$ cat src/rtl/mdu_pkg.sv
// mdu_pkg: shared op/state encodings and sizing for the multiply/divide unit
package mdu_pkg;
  localparam int DEF_WIDTH = 32;
  function automatic int iter_cnt_w(input int w);
    return $clog2(w) + 1;
  endfunction
  localparam int ITER_CNT_W = iter_cnt_w(DEF_WIDTH);
  typedef enum logic [2:0] {
    OP_MULT  = 3'd0,
    OP_MULTU = 3'd1,
    OP_DIV   = 3'd2,
    OP_DIVU  = 3'd3,
    OP_MADD  = 3'd4,
    OP_MSUB  = 3'd5
  } op_t;
  typedef enum logic [1:0] {IDLE, CALC, FIX, WRITE} state_t;
endpackage

$ cat src/rtl/mdu_datapath.sv
// mdu_datapath: magnitude accumulator with shift-add / restoring-divide step and sign fix
module mdu_datapath import mdu_pkg::*; #(
  parameter int W = DEF_WIDTH
) (
  input  logic         Clk,
  input  logic         Rst,
  input  logic         load,
  input  logic         step,
  input  logic         fix,
  input  logic [2:0]   op,
  input  logic [W-1:0] a,
  input  logic [W-1:0] b,
  output logic [W-1:0] hi,
  output logic [W-1:0] lo
);
  logic [2*W-1:0] acc, acc_step, acc_fix;
  logic [W-1:0] opnd, am, bm, new_r;
  logic [W:0] mul_sum, rs;
  logic is_mul, neg_res, neg_rem, div0, mul_op, sgn_op, sa, sb, ge;
  // operand magnitudes at load, one iteration step, and the final sign correction
  always_comb begin
    mul_op = op != OP_DIV && op != OP_DIVU;
    sgn_op = op != OP_MULTU && op != OP_DIVU;
    sa = sgn_op && a[W-1];
    sb = sgn_op && b[W-1];
    am = sa ? -a : a;
    bm = sb ? -b : b;
    mul_sum = {1'b0, acc[2*W-1:W]} + {1'b0, opnd};
    rs = {acc[2*W-1:W], acc[W-1]};
    ge = rs >= {1'b0, opnd};
    new_r = ge ? W'(rs - {1'b0, opnd}) : rs[W-1:0];
    acc_step = is_mul ? (acc[0] ? {mul_sum, acc[W-1:1]} : {1'b0, acc[2*W-1:1]})
                      : {new_r, acc[W-2:0], ge};
    acc_fix = is_mul ? (neg_res ? -acc : acc)
                     : {neg_rem ? -acc[2*W-1:W] : acc[2*W-1:W],
                        div0 ? {W{1'b1}} : neg_res ? -acc[W-1:0] : acc[W-1:0]};
  end
  // multiplier or dividend sits in the low half; the other operand stays in opnd
  always_ff @(posedge Clk) begin
    if (Rst) begin
      acc <= '0;
      opnd <= '0;
      is_mul <= 1'b0;
      neg_res <= 1'b0;
      neg_rem <= 1'b0;
      div0 <= 1'b0;
    end else if (load) begin
      acc <= {{W{1'b0}}, mul_op ? bm : am};
      opnd <= mul_op ? am : bm;
      is_mul <= mul_op;
      neg_res <= sa ^ sb;
      neg_rem <= sa;
      div0 <= b == '0;
    end else if (step) begin
      acc <= acc_step;
    end else if (fix) begin
      acc <= acc_fix;
    end
  end
  assign {hi, lo} = acc;
endmodule

$ cat src/rtl/mul_div_unit.sv
// mul_div_unit: iterative multiply/divide engine producing the Hi/Lo write stream
module mul_div_unit import mdu_pkg::*; #(
  parameter int DATA_WIDTH = DEF_WIDTH
) (
  input  logic                  Clk,
  input  logic                  Rst,
  input  logic                  Start,
  input  logic [2:0]            Op,
  input  logic [DATA_WIDTH-1:0] OperandA,
  input  logic [DATA_WIDTH-1:0] OperandB,
  output logic                  Busy,
  output logic                  Done,
  output logic [DATA_WIDTH-1:0] WriteHiData,
  output logic [DATA_WIDTH-1:0] WriteLoData,
  output logic                  WriteEn,
  output logic                  Madd,
  output logic                  Msub
);
  localparam int CW = ITER_CNT_W > iter_cnt_w(DATA_WIDTH) ? ITER_CNT_W : iter_cnt_w(DATA_WIDTH);
  state_t state, next_state;
  logic [CW-1:0] cnt;
  logic [2:0] op_q;
  logic [DATA_WIDTH-1:0] hi, lo;
  logic accept, last, wr;
  // accept only defined ops in IDLE; CALC lasts exactly DATA_WIDTH steps
  always_comb begin
    accept = state == IDLE && Start && Op <= OP_MSUB;
    last = cnt == CW'(DATA_WIDTH - 1);
    wr = state == WRITE;
    next_state = state == IDLE ? (accept ? CALC : IDLE)
               : state == CALC ? (last ? FIX : CALC)
               : state == FIX  ? WRITE : IDLE;
  end
  // state register
  always_ff @(posedge Clk) begin
    if (Rst) state <= IDLE;
    else state <= next_state;
  end
  // iteration counter and the op that selects the write pulse
  always_ff @(posedge Clk) begin
    if (Rst) begin
      cnt <= '0;
      op_q <= '0;
    end else if (accept) begin
      cnt <= '0;
      op_q <= Op;
    end else if (state == CALC) begin
      cnt <= cnt + 1'b1;
    end
  end
  // registered outputs: pulses during the cycle after WRITE's edge, data held until the next write
  always_ff @(posedge Clk) begin
    if (Rst) begin
      Busy <= 1'b0;
      Done <= 1'b0;
      WriteEn <= 1'b0;
      Madd <= 1'b0;
      Msub <= 1'b0;
      WriteHiData <= '0;
      WriteLoData <= '0;
    end else begin
      Busy <= state != IDLE;
      Done <= wr;
      WriteEn <= wr && op_q < OP_MADD;
      Madd <= wr && op_q == OP_MADD;
      Msub <= wr && op_q == OP_MSUB;
      if (wr) begin
        WriteHiData <= hi;
        WriteLoData <= lo;
      end
    end
  end
  mdu_datapath #(.W(DATA_WIDTH)) u_dp (
    .Clk(Clk),
    .Rst(Rst),
    .load(accept),
    .step(state == CALC),
    .fix(state == FIX),
    .op(Op),
    .a(OperandA),
    .b(OperandB),
    .hi(hi),
    .lo(lo)
  );
endmodule

$ cat config.mk
export PLATFORM = sky130hd
export DESIGN_NAME = mul_div_unit
export DESIGN_NICKNAME = d
export VERILOG_FILES = /design/src/rtl/mdu_pkg.sv /design/src/rtl/mdu_datapath.sv /design/src/rtl/mul_div_unit.sv
export SDC_FILE = /design/constraint.sdc
export NUM_CORES = 1
export LEC_CHECK = 0
export ABC_CLOCK_PERIOD_IN_PS = 3620
export CORE_MARGIN = 10
export CORE_UTILIZATION = 30
export CTS_CLUSTER_DIAMETER = 200
export DETAILED_ROUTE_END_ITERATION = 8
export HOLD_SLACK_MARGIN = 0.1
export PLACE_DENSITY = 0.49
export SYNTH_ARGS = -nofsm -noshare
export SYNTH_HDL_FRONTEND = slang
export SYNTH_SLANG_ARGS = --single-unit
$ cat constraint.sdc
create_clock -name Clk -period 3.62 [get_ports Clk]
set_input_delay 0.724 -clock Clk [delete_from_list [all_inputs] [get_ports Clk]]
set_output_delay 0.724 -clock Clk [all_outputs]
set_load 0.01 [all_outputs]
==> impl_metrics.json, run 1 <==
{
  "yosys.area.top_type": "dfxtp_1",
  "ys_seq_area_share_pct": 24.2,
  "worst_ir_drop_vdd_v": 0.000350,
  "core-area_sq_um": 49000,
  "cts_tree": "yes",
  "ant_nets": 0,
  "drc": 0,
  "layout_setup_ws_ps": 122,
  "async_reset_ff_share_pct": 0,
  "synth_most_common_cell": "nor2_1",
  "synthFlopType": "dfxtp_1",
  "required_ps": 3980,
  "layoutNonFillerInstCount": 2887,
  "ff_latch_area_sq_um": 3610,
  "cts_made_buffers": 17,
  "min_path_type": "reg2reg",
  "period_needed_ps": 3500,
  "synth_nets": 2127,
  "initialDrtViolationCount": 1645,
  "multi_input_area_sq_um": 10500,
  "p_per_area_nw_per_um2": 368,
  "rsz0062_at_grt": "false",
  "preCtsSetupSlack_ps": -207,
  "diodes": 0,
  "start_util_pct": 30.4,
  "grt_pass1_wl_um": 96800,
  "crit_fanout": 3,
  "place_hpwl_um": 49300,
  "cts.sinks": 180,
  "drive_gt1_share_pct": 13.1,
  "clockBufferDepth": 2,
  "nNetsFinal": 2355,
  "cp-start-kind": "register",
  "synthCells": 1982,
  "clk-insertion-delay-late_ps": 510,
  "netlist_top_cells_area": "dfxtp_1 24%, mux2i_1 7.7%, nor2_1 6.5%",
  "status": "finished clean",
  "rows": 81,
  "power_leakage_uw": 0.00729,
  "die_h_um": 243,
  "areaGrowthSynthToFinish_pct": 27.0,
  "io_pins": 139,
  "synthTopCellsByCount": "256 x nor2_1, 180 x dfxtp_1, 175 x a21oi_1",
  "finalWeightedCongestion": 0.892,
  "grt.total_usage_pct": 21.0,
  "maxCapViolCount": 0,
  "syn-cell-area_sq_um": 14900,
  "fp.dieW_um": 243,
  "die_area_sq_um": 58900,
  "viasPerCell": 5.57,
  "io_buffer_count": 138,
  "yosys.area.top_type_share_pct": 24.2,
  "path_clk_slew_ps": 80,
  "clock-root-buffer": "clkbuf_16",
  "drv_slew": 0,
  "syn_area_per_cell_sq_um": 7.51,
  "synth_cell_types": 88,
  "hold_viol": 0,
  "crit_type": "reg2reg",
  "post_drt_wl_per_cell_um": 22.0,
  "critPathArrivalTime_ps": 3860,
  "detailedRoute.firstPassIterationCount": 6,
  "antenna_found_initial": 0,
  "fin_util_pct": 38.6,
  "dp.cells": 2854,
  "synth-edff-count": 0,
  "h-tree-depth": 4,
  "max_freq_mhz": 286,
  "fillCellCount": 5115,
  "fin_worst_skew_ps": 14.8,
  "via_count": 16100,
  "finalSetupViolCount": 0,
  "fin_crit_sh_pct": 96.6,
  "slew_headroom_pct": 38.7,
  "routed_wl_um": 63600,
  "end_kind": "register",
  "grt_max_degree": 78,
  "ys_warn_count": 0,
  "gr-total-overflow": 0,
  "worstMarginPinSlew_ps": 920,
  "synth-seq-cells": 180,
  "grt_pass1_vias": 15500
}
cell usage in the layout (no fill, tap or decap), types with 11 or more instances in the layout:
cell type and instances:
nor3_1 69, o22ai_1 14, o211ai_1 16, nand2_1 137, o21ai_1 14, a222oi_1 16
a221oi_1 25, mux2i_1 114, ha_1 71, nor4_1 21, clkdlybuf4s50_1 137, a311oi_1 11
o21ai_0 112, xor2_1 61, o31ai_1 23, inv_1 68, a31oi_1 13, a22oi_1 23
nand4_1 17, nand3_1 34, dfxtp_1 177, and2_1 17, nor2_1 255, nor2b_1 13
a211oi_1 35, a21o_1 28, clkbuf_16 17, and3_1 11, buf_4 211, or3_1 19
xnor2_1 77, a21oi_1 173
power breakdown:
part	total (uW)	internal, uW	switching, uW
sequential	2180	2070	112
combinational	2650	1130	1530
clock	2120	1130	992
total	6950	4320	2630
sequential cells by signal, indices dropped and copies added (netlist names), 2 cells and up:
name	cells
u_dp.opnd	32
u_dp.acc	64
op_q	3
state	2
WriteLoData	32
cnt	6
WriteHiData	32
final timing paths:
kind                       end  cells past startpoint    startpoint  slack, ps
setup / recovery  u_dp.acc[58]                     13  u_dp.acc[31]        120
hold / removal            Madd                      1       op_q[0]        460
setup reg to reg  u_dp.acc[58]                     13  u_dp.acc[31]        120
hold reg to reg           Madd                      1       op_q[0]        460
logic make-up after synthesis:
family                     Yosys count  share of synthesized area, %
AOI/OAI and AO/OA                  593                          26.1
xor gates and xnor gates           138                          8.12
adders and majority gates           75                          6.41
buffers and inverters              214                          5.59
DFF                                180                          24.2
muxes                              126                          8.57
and+or+nand+nor                    656                          21.0
repair_timing:
| item | in CTS | in global routing |
|---|---|---|
| pin swaps | 0 | 2 |
| resized for setup | 2 | 8 |
| hold buffers | 0 | 0 |
| setup endpoints to repair | 4 | 22 |
| buffers inserted | 0 | 1 |
| endpoints found under the hold margin | 0 | 0 |
through the flow:
step	power, uW	cell area (sq um)	setup TNS [ps]	hold slack (ps)
3_3_place_gp	4800	18200	-1330	440
4_1_cts	6950	18900	0	458
6_report	6950	18900	0	457
2_1_floorplan	3750	14900	0	413
5_1_grt	7300	18900	0	475
3_5_place_dp	4810	18200	-2330	442
per-layer routing:
layer | track usage (%) | share of wire [%]
met3 | 4.04 | 6.2
met5 | 0 | 0
met2 | 33.8 | 46
met1 | 27.8 | 46
met4 | 6.40 | 2.3
cell type report:
cell class,count,area share [%]
Sequential cell,180,19.1
Clock inverter,14,1.00
Clock buffer,18,2.32
Tap cell,664,4.40
Multi-Input combinational cell,1588,55.6
Inverter,70,1.39
Timing Repair Buffer,353,16.2
worst max-delay path, cell delays in order, from the launching register on:
cell,delay (ps)
dfxtp_1,350
inv_1,100
ha_1,200
inv_1,70
fa_1,400
a21o_1,240
a221o_1,370
a221o_1,340
o31ai_1,350
a21oi_2,180
a31oi_1,250
xnor2_1,110
a211oi_1,280
o32ai_1,110
No activity file was read; power rests on OpenSTA's default activity.
==> run 2, diff against run 1 <==
Settings changed: ABC_CLOCK_PERIOD_IN_PS 3620 to 3500, GPL_ROUTABILITY_DRIVEN set to 1.
Clock period 3.62 ns to 3.5 ns, I/O delays scaled along.
==> impl_metrics.json, run 2 (synthesized netlist as in run 1, its figures left out) <==
{
  "worst_ir_drop_vdd_v": 0.000352,
  "path_depth": 14,
  "timing.rr.start": "u_dp.acc[31]",
  "io_buffer_count": 138,
  "grt_pass1_wl_um": 97400,
  "core-area_sq_um": 49000,
  "crit_fanout": 3,
  "crit_start": "u_dp.acc[31]",
  "cts_tree": "yes",
  "period_needed_ps": 3350,
  "busiest_layer": "met2",
  "final_common_cell": "nor2_1",
  "met3_usage_pct": 3.71,
  "holdWs_ps": 451,
  "detailedRoute.firstPassIterationCount": 5,
  "r2r_cells": 14,
  "regToRegSetupSlack_ps": 150,
  "finalSetupViolCount": 0,
  "cp-start-kind": "register",
  "cts_made_buffers": 17,
  "finalWeightedCongestion": 0.902,
  "clk-insertion-delay-late_ps": 500,
  "p_per_area_nw_per_um2": 377,
  "cp_top_family": "compound AO/OA/AOI/OAI gates",
  "clockBufferDepth": 2,
  "max_freq_mhz": 298,
  "setup_tns_ps": 0,
  "required_ps": 3860,
  "grtUsageMet1_pct": 27.8,
  "ant_nets": 0,
  "end_kind": "register",
  "path_clk_slew_ps": 70,
  "met2_usage_pct": 33.9,
  "nNetsFinal": 2383,
  "h-tree-depth": 4,
  "worstMarginPinSlew_ps": 889,
  "cts.sinks": 180,
  "post_drt_wl_per_cell_um": 21.8,
  "hold_viol": 0,
  "drc": 0,
  "fp.dieW_um": 243,
  "via_count": 16200,
  "crit_path_max_incr_delay_ps": 400,
  "min_path_type": "reg2reg",
  "r2r-end": "u_dp.acc[56]",
  "fin_util_pct": 39.1,
  "die_area_sq_um": 58900,
  "clock-root-buffer": "clkbuf_16",
  "final_cell_mix": "255 x nor2_1, 239 x buf_4, 173 x a21oi_1",
  "start_util_pct": 30.4,
  "grt_pass1_vias": 15700,
  "crit_end": "u_dp.acc[56]",
  "crit_type": "reg2reg",
  "cpMaxStageDelayCell": "fa_1",
  "rows": 81,
  "status": "finished clean",
  "crit_buf_inv": 4,
  "initialDrtViolationCount": 1443,
  "slew_headroom_pct": 40.7,
  "areaGrowthSynthToFinish_pct": 28.5,
  "die_h_um": 243,
  "routed_wl_um": 63500,
  "largest_reg_flops": 64,
  "drv_slew": 0,
  "io_pins": 139,
  "power_leakage_uw": 0.00742,
  "drive_gt1_share_pct": 14.5,
  "fin_crit_sh_pct": 95.8,
  "viasPerCell": 5.56,
  "diodes": 0,
  "antenna_found_initial": 1,
  "place_hpwl_um": 49500,
  "grt_max_degree": 58,
  "largest-register": "u_dp.acc",
  "maxCapViolCount": 0,
  "grt.total_usage_pct": 20.9,
  "gr-total-overflow": 0,
  "fin_worst_skew_ps": 13.7,
  "cp_cell_sequence": "inv_1 -> ha_1 -> inv_1 -> fa_1 -> a21o_1 -> a221o_1 -> a22oi_1 -> buf_4 -> a31oi_1 -> a31oi_1 -> buf_4 -> xnor2_1 -> a211oi_1 -> o22ai_1",
  "fillCellCount": 5141,
  "critPathArrivalTime_ps": 3720,
  "postCtsHoldBufs": 0
}
## run 2: cell types whose count changed in the layout (fill, tap and decap cells not counted), sizes merged
cell	change
buf	+28
inv	-4
clkbuf	+2
clkinv	+2
## run 2: how the worst min path moves through the flow
stage,to,cells after the start,startpoint,slack [ps]
final,Madd,1,op_q[0],450
after global routing,Madd,1,op_q[1],480
after CTS,Madd,1,op_q[1],450
after detailed placement,Madd,1,op_q[1],440
after global placement,Madd,1,op_q[1],430
after floorplan,Madd,1,op_q[0],410
## run 2: cell type report
cell class	instances	area, sq um	share of cell area [%]
Multi-Input combinational cell	1588	10500	55.0
Sequential cell	180	3620	18.9
Timing Repair Buffer	381	3260	17.0
Tap cell	664	831	4.34
Clock buffer	20	467	2.44
Inverter	70	263	1.37
Clock inverter	12	166	0.870
## run 2: metal layers
| metal | part of all wire [%] | wire length [um] |
|---|---|---|
| met1 | 46 | 29200 |
| met2 | 46 | 29400 |
| met3 | 5.8 | 3670 |
| met4 | 2.0 | 1250 |
| met5 | 0 | 0 |
## run 2: what timing repair did
action / 4_1_cts / 5_1_grt
buffers inserted: 0 / 1
gates resized for setup: 2 / 16
endpoints found under the setup margin: 2 / 14
pin swaps: 0 / 3
## run 2: power breakdown
| group | switching (uW) | internal [uW] | total [uW] |
|---|---|---|---|
| clock network | 986 | 1190 | 2180 |
| registers | 126 | 2140 | 2260 |
| logic | 1570 | 1180 | 2760 |
| total | 2680 | 4520 | 7200 |
## run 2: through the flow
| step | cells | instance area [sq um] | power [uW] | setup WS [ps] |
|---|---|---|---|---|
| 6_report | 2915 | 19100 | 7200 | 148 |
| 5_1_grt | 2915 | 19100 | 7540 | -22.7 |
| 4_1_cts | 2914 | 19100 | 7200 | 29.2 |
| 3_5_place_dp | 2882 | 18400 | 4990 | -281 |
| 3_3_place_gp | 2882 | 18400 | 4980 | -275 |
| 2_1_floorplan | 1982 | 14900 | 3880 | 335 |
